--- src/rtl/core_pkg.sv ---
// Shared definitions for the 5-stage core: forwarding selects, controller
// FSM encoding, decoder opcodes and the shadow-slot record.
package core_pkg;

    localparam logic [1:0] FWD_REG = 2'b00;
    localparam logic [1:0] FWD_WB  = 2'b01;
    localparam logic [1:0] FWD_MEM = 2'b10;

    typedef enum logic [1:0] {
        RUN   = 2'd0,
        WAIT  = 2'd1,
        ABORT = 2'd2
    } ctrl_state_t;

    localparam logic [6:0] OPC_LOAD   = 7'b0000011;
    localparam logic [6:0] OPC_STORE  = 7'b0100011;
    localparam logic [6:0] OPC_BRANCH = 7'b1100011;
    localparam logic [6:0] OPC_OP     = 7'b0110011;
    localparam logic [6:0] OPC_OP_IMM = 7'b0010011;

    // Per-instruction fields tracked by the controller; valid is kept apart.
    typedef struct packed {
        logic [4:0] rs1;
        logic [4:0] rs2;
        logic [4:0] rd;
        logic       regwrite;
        logic       memread;
        logic       memaccess;
    } slot_t;

endpackage

--- src/rtl/hazard_fwd_unit.sv ---
// Combinational forwarding-select and load-use detection from the shadow
// slot fields and the instruction currently sitting in ID.
module hazard_fwd_unit
    import core_pkg::*;
(
    input  logic       ex_vld,
    input  logic [4:0] ex_rs1,
    input  logic [4:0] ex_rs2,
    input  logic [4:0] ex_rd,
    input  logic       ex_memread,
    input  logic       mem_vld,
    input  logic [4:0] mem_rd,
    input  logic       mem_regwrite,
    input  logic       wb_vld,
    input  logic [4:0] wb_rd,
    input  logic       wb_regwrite,
    input  logic       id_valid,
    input  logic [4:0] id_rs1,
    input  logic [4:0] id_rs2,
    input  logic       id_uses_rs2,
    output logic [1:0] fwd_a,
    output logic [1:0] fwd_b,
    output logic       load_use
);

    // x0 is hardwired zero, so a write to it never produces a result to bypass.
    function automatic logic hit(input logic vld, input logic rw,
                                 input logic [4:0] rd, input logic [4:0] rs);
        return vld && rw && (rd != 5'd0) && (rd == rs);
    endfunction

    always_comb begin
        fwd_a = FWD_REG;
        if (ex_vld && hit(mem_vld, mem_regwrite, mem_rd, ex_rs1))
            fwd_a = FWD_MEM;
        else if (ex_vld && hit(wb_vld, wb_regwrite, wb_rd, ex_rs1))
            fwd_a = FWD_WB;
    end

    always_comb begin
        fwd_b = FWD_REG;
        if (ex_vld && hit(mem_vld, mem_regwrite, mem_rd, ex_rs2))
            fwd_b = FWD_MEM;
        else if (ex_vld && hit(wb_vld, wb_regwrite, wb_rd, ex_rs2))
            fwd_b = FWD_WB;
    end

    assign load_use = id_valid && ex_vld && ex_memread && (ex_rd != 5'd0) &&
                      ((ex_rd == id_rs1) || (id_uses_rs2 && (ex_rd == id_rs2)));

endmodule

--- src/rtl/pipeline_ctrl.sv ---
// Hazard and sequencing controller: shadow slots for EX/MEM/WB, pipeline
// enables/flushes, forwarding selects and the data-memory handshake FSM.
module pipeline_ctrl
    import core_pkg::*;
#(
    parameter int MEM_TIMEOUT = 64,
    parameter int CNT_W       = 32
) (
    input  logic             i_clk,
    input  logic             i_rst_n,
    input  logic             i_id_valid,
    input  logic [4:0]       i_id_rs1_addr,
    input  logic [4:0]       i_id_rs2_addr,
    input  logic             i_id_uses_rs2,
    input  logic [4:0]       i_id_rd_addr,
    input  logic             i_id_regwrite,
    input  logic             i_id_memread,
    input  logic             i_id_memwrite,
    input  logic             i_ex_branch_taken,
    input  logic             i_dmem_ack,
    output logic             o_dmem_req,
    output logic             o_pc_en,
    output logic             o_ifid_en,
    output logic             o_ifid_flush,
    output logic             o_idex_en,
    output logic             o_idex_flush,
    output logic             o_exmem_en,
    output logic             o_memwb_bubble,
    output logic [1:0]       o_fwd_a,
    output logic [1:0]       o_fwd_b,
    output logic             o_mem_err,
    output logic [CNT_W-1:0] o_stall_cnt
);

    localparam int TMO_W = $clog2(MEM_TIMEOUT + 1);

    ctrl_state_t      state;
    logic [TMO_W-1:0] tmo_cnt;
    logic             vld_p0, vld_p1, vld_p2;
    slot_t            slot_p0, slot_p1, slot_p2;
    logic             lu_hazard;
    logic             mem_freeze, advance, br_flush, lu_stall;
    logic             slot_unused;

    function automatic logic [CNT_W-1:0] sat_inc(input logic [CNT_W-1:0] v);
        return (&v) ? v : v + CNT_W'(1);
    endfunction

    hazard_fwd_unit u_hazard (
        .ex_vld       (vld_p0),
        .ex_rs1       (slot_p0.rs1),
        .ex_rs2       (slot_p0.rs2),
        .ex_rd        (slot_p0.rd),
        .ex_memread   (slot_p0.memread),
        .mem_vld      (vld_p1),
        .mem_rd       (slot_p1.rd),
        .mem_regwrite (slot_p1.regwrite),
        .wb_vld       (vld_p2),
        .wb_rd        (slot_p2.rd),
        .wb_regwrite  (slot_p2.regwrite),
        .id_valid     (i_id_valid),
        .id_rs1       (i_id_rs1_addr),
        .id_rs2       (i_id_rs2_addr),
        .id_uses_rs2  (i_id_uses_rs2),
        .fwd_a        (o_fwd_a),
        .fwd_b        (o_fwd_b),
        .load_use     (lu_hazard)
    );

    // A slow memory freezes everything; branch and load-use only act once it releases.
    assign o_dmem_req = (state == WAIT) || ((state == RUN) && vld_p1 && slot_p1.memaccess);
    assign mem_freeze = ((state == RUN) && o_dmem_req && !i_dmem_ack) ||
                        ((state == WAIT) && !i_dmem_ack);
    assign advance    = !mem_freeze;
    assign br_flush   = advance && i_ex_branch_taken;
    assign lu_stall   = advance && lu_hazard && !i_ex_branch_taken;

    assign o_pc_en        = advance && !lu_stall;
    assign o_ifid_en      = advance && !lu_stall;
    assign o_ifid_flush   = br_flush;
    assign o_idex_en      = advance;
    assign o_idex_flush   = br_flush || lu_stall;
    assign o_exmem_en     = advance;
    assign o_memwb_bubble = mem_freeze || (state == ABORT);
    assign o_mem_err      = (state == ABORT);

    always_ff @(posedge i_clk or negedge i_rst_n) begin
        if (!i_rst_n) begin
            state       <= RUN;
            tmo_cnt     <= '0;
            vld_p0      <= 1'b0;
            vld_p1      <= 1'b0;
            vld_p2      <= 1'b0;
            o_stall_cnt <= '0;
        end else begin
            case (state)
                RUN: begin
                    if (o_dmem_req && !i_dmem_ack) begin
                        state   <= WAIT;
                        tmo_cnt <= '0;
                    end
                end
                WAIT: begin
                    if (i_dmem_ack)
                        state <= RUN;
                    else if (tmo_cnt == TMO_W'(MEM_TIMEOUT - 1))
                        state <= ABORT;
                    else
                        tmo_cnt <= tmo_cnt + TMO_W'(1);
                end
                default: state <= RUN;
            endcase
            if (advance) begin
                vld_p0 <= i_id_valid && !o_idex_flush;
                vld_p1 <= vld_p0;
                vld_p2 <= vld_p1 && (state != ABORT);
            end
            if (!o_pc_en)
                o_stall_cnt <= sat_inc(o_stall_cnt);
        end
    end

    // ID -> EX -> MEM -> WB shadow fields
    always_ff @(posedge i_clk) begin
        if (advance) begin
            slot_p0 <= '{rs1: i_id_rs1_addr, rs2: i_id_rs2_addr, rd: i_id_rd_addr,
                         regwrite: i_id_regwrite, memread: i_id_memread,
                         memaccess: i_id_memread || i_id_memwrite};
            slot_p1 <= slot_p0;
            slot_p2 <= slot_p1;
        end
    end

    assign slot_unused = ^{slot_p2.rs1, slot_p2.rs2, slot_p2.memread, slot_p2.memaccess};

endmodule

--- config.mk ---
export PLATFORM = sky130hd
export DESIGN_NAME = pipeline_ctrl
export DESIGN_NICKNAME = d
export VERILOG_FILES = /design/src/rtl/core_pkg.sv /design/src/rtl/hazard_fwd_unit.sv /design/src/rtl/pipeline_ctrl.sv
export SDC_FILE = /design/constraint.sdc
export NUM_CORES = 1
export LEC_CHECK = 0
export CAP_MARGIN = 20
export CORE_MARGIN = 1.5
export CORE_UTILIZATION = 50
export DETAILED_ROUTE_END_ITERATION = 8
export DONT_BUFFER_PORTS = 1
export PLACE_DENSITY = 0.7
export SETUP_SLACK_MARGIN = 0.05
export SLEW_MARGIN = 10
export SYNTH_ARGS = -nofsm -noshare
export SYNTH_HDL_FRONTEND = slang
export SYNTH_SLANG_ARGS = --single-unit
--- constraint.sdc ---
create_clock -name i_clk -period 4.15 [get_ports i_clk]
set_clock_uncertainty 0.05 [all_clocks]
set_input_delay 0.415 -clock i_clk [delete_from_list [all_inputs] [get_ports i_clk]]
set_output_delay 0.415 -clock i_clk [all_outputs]
set_load 0.01 [all_outputs]
# Yosys cells after proc, flatten, opt, wreduce, memory -nomap -nowiden
# Cells that the tools add are included.
[word_totals]
ff_bits = 75
output_inout_bits = 45
mem_count = 0
in_bits = 24
word_cells = 96
latch_bits = 0
mem_bits_rw = 0
rom_bits = 0
[classes]
addsub = 2
n_reduce_logical = 49
order_cmp = 0
n_eq_ne = 14
bitwise_logic = 2
mux = 12
div_mod_pow = 0
multipliers = 0
shifts = 0
[ops]
columns = ["operator", "count"]
rows = [
  ["32-bit by 1-bit adder with 32-bit output (second input constant)", 1],
  ["32-bit AND reduction", 1],
  ["5-bit == test", 6],
  ["1-bit logical AND", 29],
  ["7-bit 2-to-1 mux", 3],
  ["5-bit nonzero test", 3],
  ["7-bit case mux with 2 select lines", 1],
  ["2-bit 2-to-1 mux", 5],
  ["7-bit by 1-bit adder with 7-bit output (second input constant)", 1],
  ["7-bit by 6-bit == test with 1-bit output (second input constant)", 1],
  ["1-bit logical OR", 6],
  ["2-bit != test (second input constant)", 3],
  ["1-bit zero test", 5],
  ["2-bit case mux with 2 select lines", 1],
  ["2-bit AND reduction", 2],
  ["4-bit AND reduction", 1],
  ["3-bit by 2-bit != test with 1-bit output (second input constant)", 1],
  ["2-bit by 1-bit == test with 1-bit output (second input constant)", 1],
  ["2-bit == test (second input constant)", 1],
  ["2-bit zero test", 1],
  ["1-bit 2-to-1 mux", 2],
  ["2-bit by 1-bit != test with 1-bit output (second input constant)", 1],
  ["1-bit inverter", 2],
  ["2-bit nonzero test", 1],
]

# Logic depth before layout (Yosys ltp)
[depth]
word_depth = 14
depth_mapped = 8
ltp_nobuf = 7

# Cells and area by module
# Synthesis repeated with hierarchy kept, for this count alone.
[unflattened]
hier_cells = 297
hier_area_um2 = 3553.4
[by_module_without_submodules]
columns = ["module", "cells_per_inst", "instances", "area_per_inst_um2"]
rows = [
  ["pipeline_ctrl", 248, 1, 3146.8],
  ["hazard_fwd_unit", 49, 1, 406.6],
]

# Worst setup path before layout
# No wires, ideal clock.
[synth_path]
path_type = "reg2out"
startpoint = "reg vld_p1"
endpoint = "out o_pc_en"
setup_slack_ns = 1.799
stages_incl_launch_ff = 7
t_required_ns = 3.685
n_path_buf = 1
t_arrival_ns = 1.886
path_cell_list = "dfrtp_1 -> a21oi_1 -> nor3_2 -> inv_2 -> o21ai_0 -> inv_1 -> buf_4"
[synth_between]
elab_chain_cells = 11
[synth_rtl]
columns = ["element", "line_no", "rtl"]
rows = [
  ["start: declaration", "pipeline_ctrl.sv:39", "logic vld_p0, vld_p1, vld_p2;"],
  ["start signal: assignment", "pipeline_ctrl.sv:115", "vld_p1 <= vld_p0;"],
  ["1-bit logical AND (*) (2 in series)", "pipeline_ctrl.sv:71", "assign o_dmem_req = (state == WAIT) || ((state == RUN) && vld_p1 && slot_p1.memaccess);"],
  ["1-bit logical OR (*)", "pipeline_ctrl.sv:71", ""],
  ["1-bit logical AND (*) (2 in series)", "pipeline_ctrl.sv:72", "assign mem_freeze = ((state == RUN) && o_dmem_req && !i_dmem_ack) ||"],
  ["1-bit logical OR (*)", "pipeline_ctrl.sv:72", ""],
  ["1-bit zero test (*)", "pipeline_ctrl.sv:74", "assign advance = !mem_freeze;"],
  ["via o_exmem_en", "pipeline_ctrl.sv:27", "output logic o_exmem_en,"],
  ["1-bit logical AND (2 in series)", "pipeline_ctrl.sv:76", "assign lu_stall = advance && lu_hazard && !i_ex_branch_taken;"],
  ["1-bit zero test", "n/a", ""],
  ["1-bit logical AND (*)", "n/a", ""],
  ["end: declaration", "pipeline_ctrl.sv:22", "output logic o_pc_en,"],
]
# Mark *: on every way through the listed nets, which the timed path passes. The rest lies on a longest branch.

# Final worst setup path
[layout_path]
startpoint = "reg slot_p1[3] (netlist name)"
endpoint = "out o_fwd_b[0]"
[layout_between]
elab_chain_cells = 5
[layout_rtl]
columns = ["element", "line_no", "rtl"]
rows = [
  ["start: declaration", "pipeline_ctrl.sv:40", "slot_t slot_p0, slot_p1, slot_p2;"],
  ["start signal: assignment", "pipeline_ctrl.sv:129", "slot_p1 <= slot_p0;"],
  ["5-bit nonzero test", "hazard_fwd_unit.sv:29", "return vld && rw && (rd != 5'd0) && (rd == rs);"],
  ["1-bit logical AND", "hazard_fwd_unit.sv:29", ""],
  ["1-bit logical AND (*)", "hazard_fwd_unit.sv:29", ""],
  ["1-bit logical AND (*)", "hazard_fwd_unit.sv:42", "if (ex_vld && hit(mem_vld, mem_regwrite, mem_rd, ex_rs2))"],
  ["2-bit 2-to-1 mux (*)", "hazard_fwd_unit.sv:42", ""],
  ["end: declaration", "pipeline_ctrl.sv:30", "output logic [1:0] o_fwd_b,"],
]
# Mark *: on every way between the ends. The rest lies on a longest branch, timed or not.

==> run metrics <==
result of the run completed; total count of hold-check failures in the final report 0; shortest clock period the worst path allows after layout 2.81 ns; final worst-path setup slack 1.34 ns; sum of internal, switching and leakage power 1.83 mW; Setup Slack @ Placement 1.63 ns; number of vias after detailed routing 2281; maximum clock frequency 355 MHz; met1 routing resource usage after global routing 23.7%; largest stage delay on the critical path 0.57 ns; share of synthesized registers carrying an async set or reset 58.7%; Arrival @ worst endpoint 2.35 ns; number of global-route vias before repair 2242; area occupied by registers 0.00203 mm^2; Least-Margin Pin Slew 0.756 ns; Placed Instance Area 0.00360 mm^2; final number of setup-violating endpoints 0; leakage component of the power 1.57 nW; master of the slowest instance on the critical path sky130_fd_sc_hd__or4_1; Reg clk slew, reported paths 0.08 ns; layout cell share with drive strength beyond 1 7.82%; placed wire-length estimate after detailed placement 5000 um; fraction of met2 tracks used by global routing 32.1%; number of antenna violations at the first check in global routing 0; Residual DRC 0; worst relative slew slack 49.4%; 1st-iter DRT viols 87; Antenna Violating Nets Remaining 0; Post-CTS Resized 0; met3 global-route usage 8.48%; number of vias per cell after detailed routing 5.66; overflow left after global routing 0; number of top-level design ports 69; root buf cell sky130_fd_sc_hd__clkbuf_8; Worst Hold Class input pin to flip-flop; average detailed-routed wire length per instance 17.0 um; PortBufs 0; setup slack of the most critical reg-to-reg path 1.63 ns; global-route wire length before repair 11100 um; cell type contributing the most total cell area after synthesis sky130_fd_sc_hd__dfrtp_1; placer's final routability congestion estimate 0.845; Synthesis Warnings 0; number of buffers created by CTS 9; Buf+Inv Stages, Crit Path 0; H-tree levels 3; number of filler cells placed in the layout 598; Critical Path Sink Type output pin; biggest fanout along the worst timing path 4; clock tree from TritonCTS yes; Clock Path Buffers 2; share of the clock period used by the worst path after layout 67.8%; family of cells with the greatest summed delay on the critical path simple AND/OR/NAND/NOR gates; full die area 0.00754 mm^2; buffer count from post-CTS setup fixing 0; final count of pins violating max slew 0; cell area after synthesis 0.00351 mm^2; ordered list of cells on the worst path or4_1 > o2111ai_1 > nor4_1 > nor4_1; most frequent CP cell sky130_fd_sc_hd__nor4_1; Post-Synthesis Mean Instance Area 11.9 um^2; synth top area cells sky130_fd_sc_hd__dfrtp_1 (31%), sky130_fd_sc_hd__edfxtp_1 (27%), sky130_fd_sc_hd__xnor2_1 (9.2%); crit path launch type flip-flop; drt first pass iters 5; Synth Register Bits 75; Cell Pwr Density 479 mW/mm^2; Total Negative Setup Slacks 0 ns; Multi-input gate area 0.00140 mm^2; horizontal extent of the die 86.8 um; gate count of the mapped netlist 295; fin nets 328; final instance area 0.00383 mm^2; number of clock sinks 75; antenna diode count 0; number of flops mapped to enable cells by yosys 31; Global Route Usage Sum 19.6%; vertical die dimension 86.8 um; Clock Latency Late Sink 0.34 ns; number of max-capacitance violations reported 0; Initial Utilization 51.7%; Worst VDD drop 0.264 mV; num rows 30; placeable core area 0.00679 mm^2; most instantiated flip-flop cell in the synthesis netlist sky130_fd_sc_hd__dfrtp_1; Seq/Total Area, Yosys 57.9%; largest net degree at the start of global routing 45; synthesized netlist net count 321; Total Routed Length 6840 um; area share of the leading cell type in the synthesized netlist 31.4%; busiest grt layer met2; worst path required time 3.68 ns; RSZ-0062 raised after global routing no; Syn-to-layout area delta 9.05%; category of the most critical setup path flip-flop to output pin; library cells used by synthesis 45
==> cells in the mapped netlist, types with 3 or more instances <==
library cell	count
sky130_fd_sc_hd__and4_1	5
sky130_fd_sc_hd__or4_1	5
sky130_fd_sc_hd__nand2_1	26
sky130_fd_sc_hd__nand4_1	16
sky130_fd_sc_hd__o2111ai_1	3
sky130_fd_sc_hd__nor4_1	10
sky130_fd_sc_hd__xnor2_1	37
sky130_fd_sc_hd__dfrtp_1	44
sky130_fd_sc_hd__nor3_1	7
sky130_fd_sc_hd__edfxtp_1	31
sky130_fd_sc_hd__nor2_1	18
sky130_fd_sc_hd__xor2_1	28
sky130_fd_sc_hd__inv_1	7
sky130_fd_sc_hd__nand3_1	19
==> area by class of cell <==
| class | instances | area share (%) |
|---|---|---|
| Clock inverter | 1 | 0.131 |
| Sequential cell | 75 | 53.1 |
| Tap cell | 96 | 3.14 |
| Clock buffer | 15 | 4.90 |
| Timing Repair Buffer | 4 | 1.37 |
| Inverter | 8 | 0.784 |
| Multi-Input combinational cell | 204 | 36.6 |
==> power by group <==
group | switching (mW) | internal, mW | total (mW) | leakage [nW]
registers | 0.112 | 0.899 | 1.01 | 0.907
logic | 0.161 | 0.121 | 0.283 | 0.563
clock network | 0.253 | 0.287 | 0.539 | 0.0989
total | 0.526 | 1.31 | 1.83 | 1.57
==> final timing paths <==
| kind | depth (start not counted) | start | endpoint |
|---|---|---|---|
| worst min-delay path | 0 | i_id_memread | slot_p0[1]$_DFFE_PN_ |
| max in group asynchronous | 2 | i_rst_n | o_stall_cnt[3]$_DFFE_PN0P_ |
| worst max register to register | 7 | o_stall_cnt[0]$_DFFE_PN0P_ | o_stall_cnt[9]$_DFFE_PN0P_ |
| worst min register to register | 0 | slot_p0[2]$_DFFE_PN_ | slot_p1[2]$_DFFE_PN_ |
| min in group asynchronous | 2 | i_rst_n | tmo_cnt[3]$_DFFE_PN0P_ |
| worst max-delay path | 4 | slot_p1[3]$_DFFE_PN_ | o_fwd_b[0] |
==> stage by stage <==
| stage | hold WS, ns | cells | utilization, % |
|---|---|---|---|
| CTS | 0.0976 | 403 | 56.4 |
| global route | 0.0880 | 403 | 56.4 |
| floorplan | 0.0694 | 295 | - |
| global placement | 0.0702 | 385 | 53.0 |
| detailed placement | 0.0703 | 385 | 53.0 |
| finish | 0.111 | 403 | 56.4 |
==> cell usage in the layout (no fill, tap or decap), types with 10 or more instances in the layout <==
master                      n
sky130_fd_sc_hd__clkbuf_8  11
sky130_fd_sc_hd__dfrtp_1   44
sky130_fd_sc_hd__edfxtp_1  31
sky130_fd_sc_hd__nand2_1   26
sky130_fd_sc_hd__nand3_1   19
sky130_fd_sc_hd__nand4_1   16
sky130_fd_sc_hd__nor2_1    18
sky130_fd_sc_hd__nor4_1    10
sky130_fd_sc_hd__xnor2_1   37
sky130_fd_sc_hd__xor2_1    28
==> flip-flops by register name, indices dropped and copies added (netlist names) <==
register / flops
vld_p2: 1
slot_p2: 6
tmo_cnt: 7
slot_p0: 18
state: 2
vld_p0: 1
o_stall_cnt: 32
slot_p1: 7
vld_p1: 1
==> metal layers <==
layer | part of all wire [%] | wire length, um | vias to the layer above
met3 | 7.3 | 501 | 7
met1 | 43 | 2930 | 1119
met4 | 0.99 | 68 | 0
met5 | 0 | 0 | -
met2 | 49 | 3340 | 75
li1 | - | - | 1080
==> repair_timing <==
item                                    in CTS  in global routing
endpoints found under the setup margin       0                  0
hold buffers                                 2                  0
endpoints found under the hold margin       44                  0
==> cell families after synthesis <==
| group | Yosys count | synth area share [%] |
|---|---|---|
| AOI/OAI and AO/OA | 16 | 4.31 |
| xor gates and xnor gates | 65 | 16.2 |
| adders and majority gates | 2 | 0.712 |
| buffers and inverters | 16 | 2.21 |
| DFF | 75 | 57.9 |
| muxes | 1 | 0.285 |
| and+or+nand+nor | 120 | 18.4 |
No activity file was read; power rests on OpenSTA's default activity.
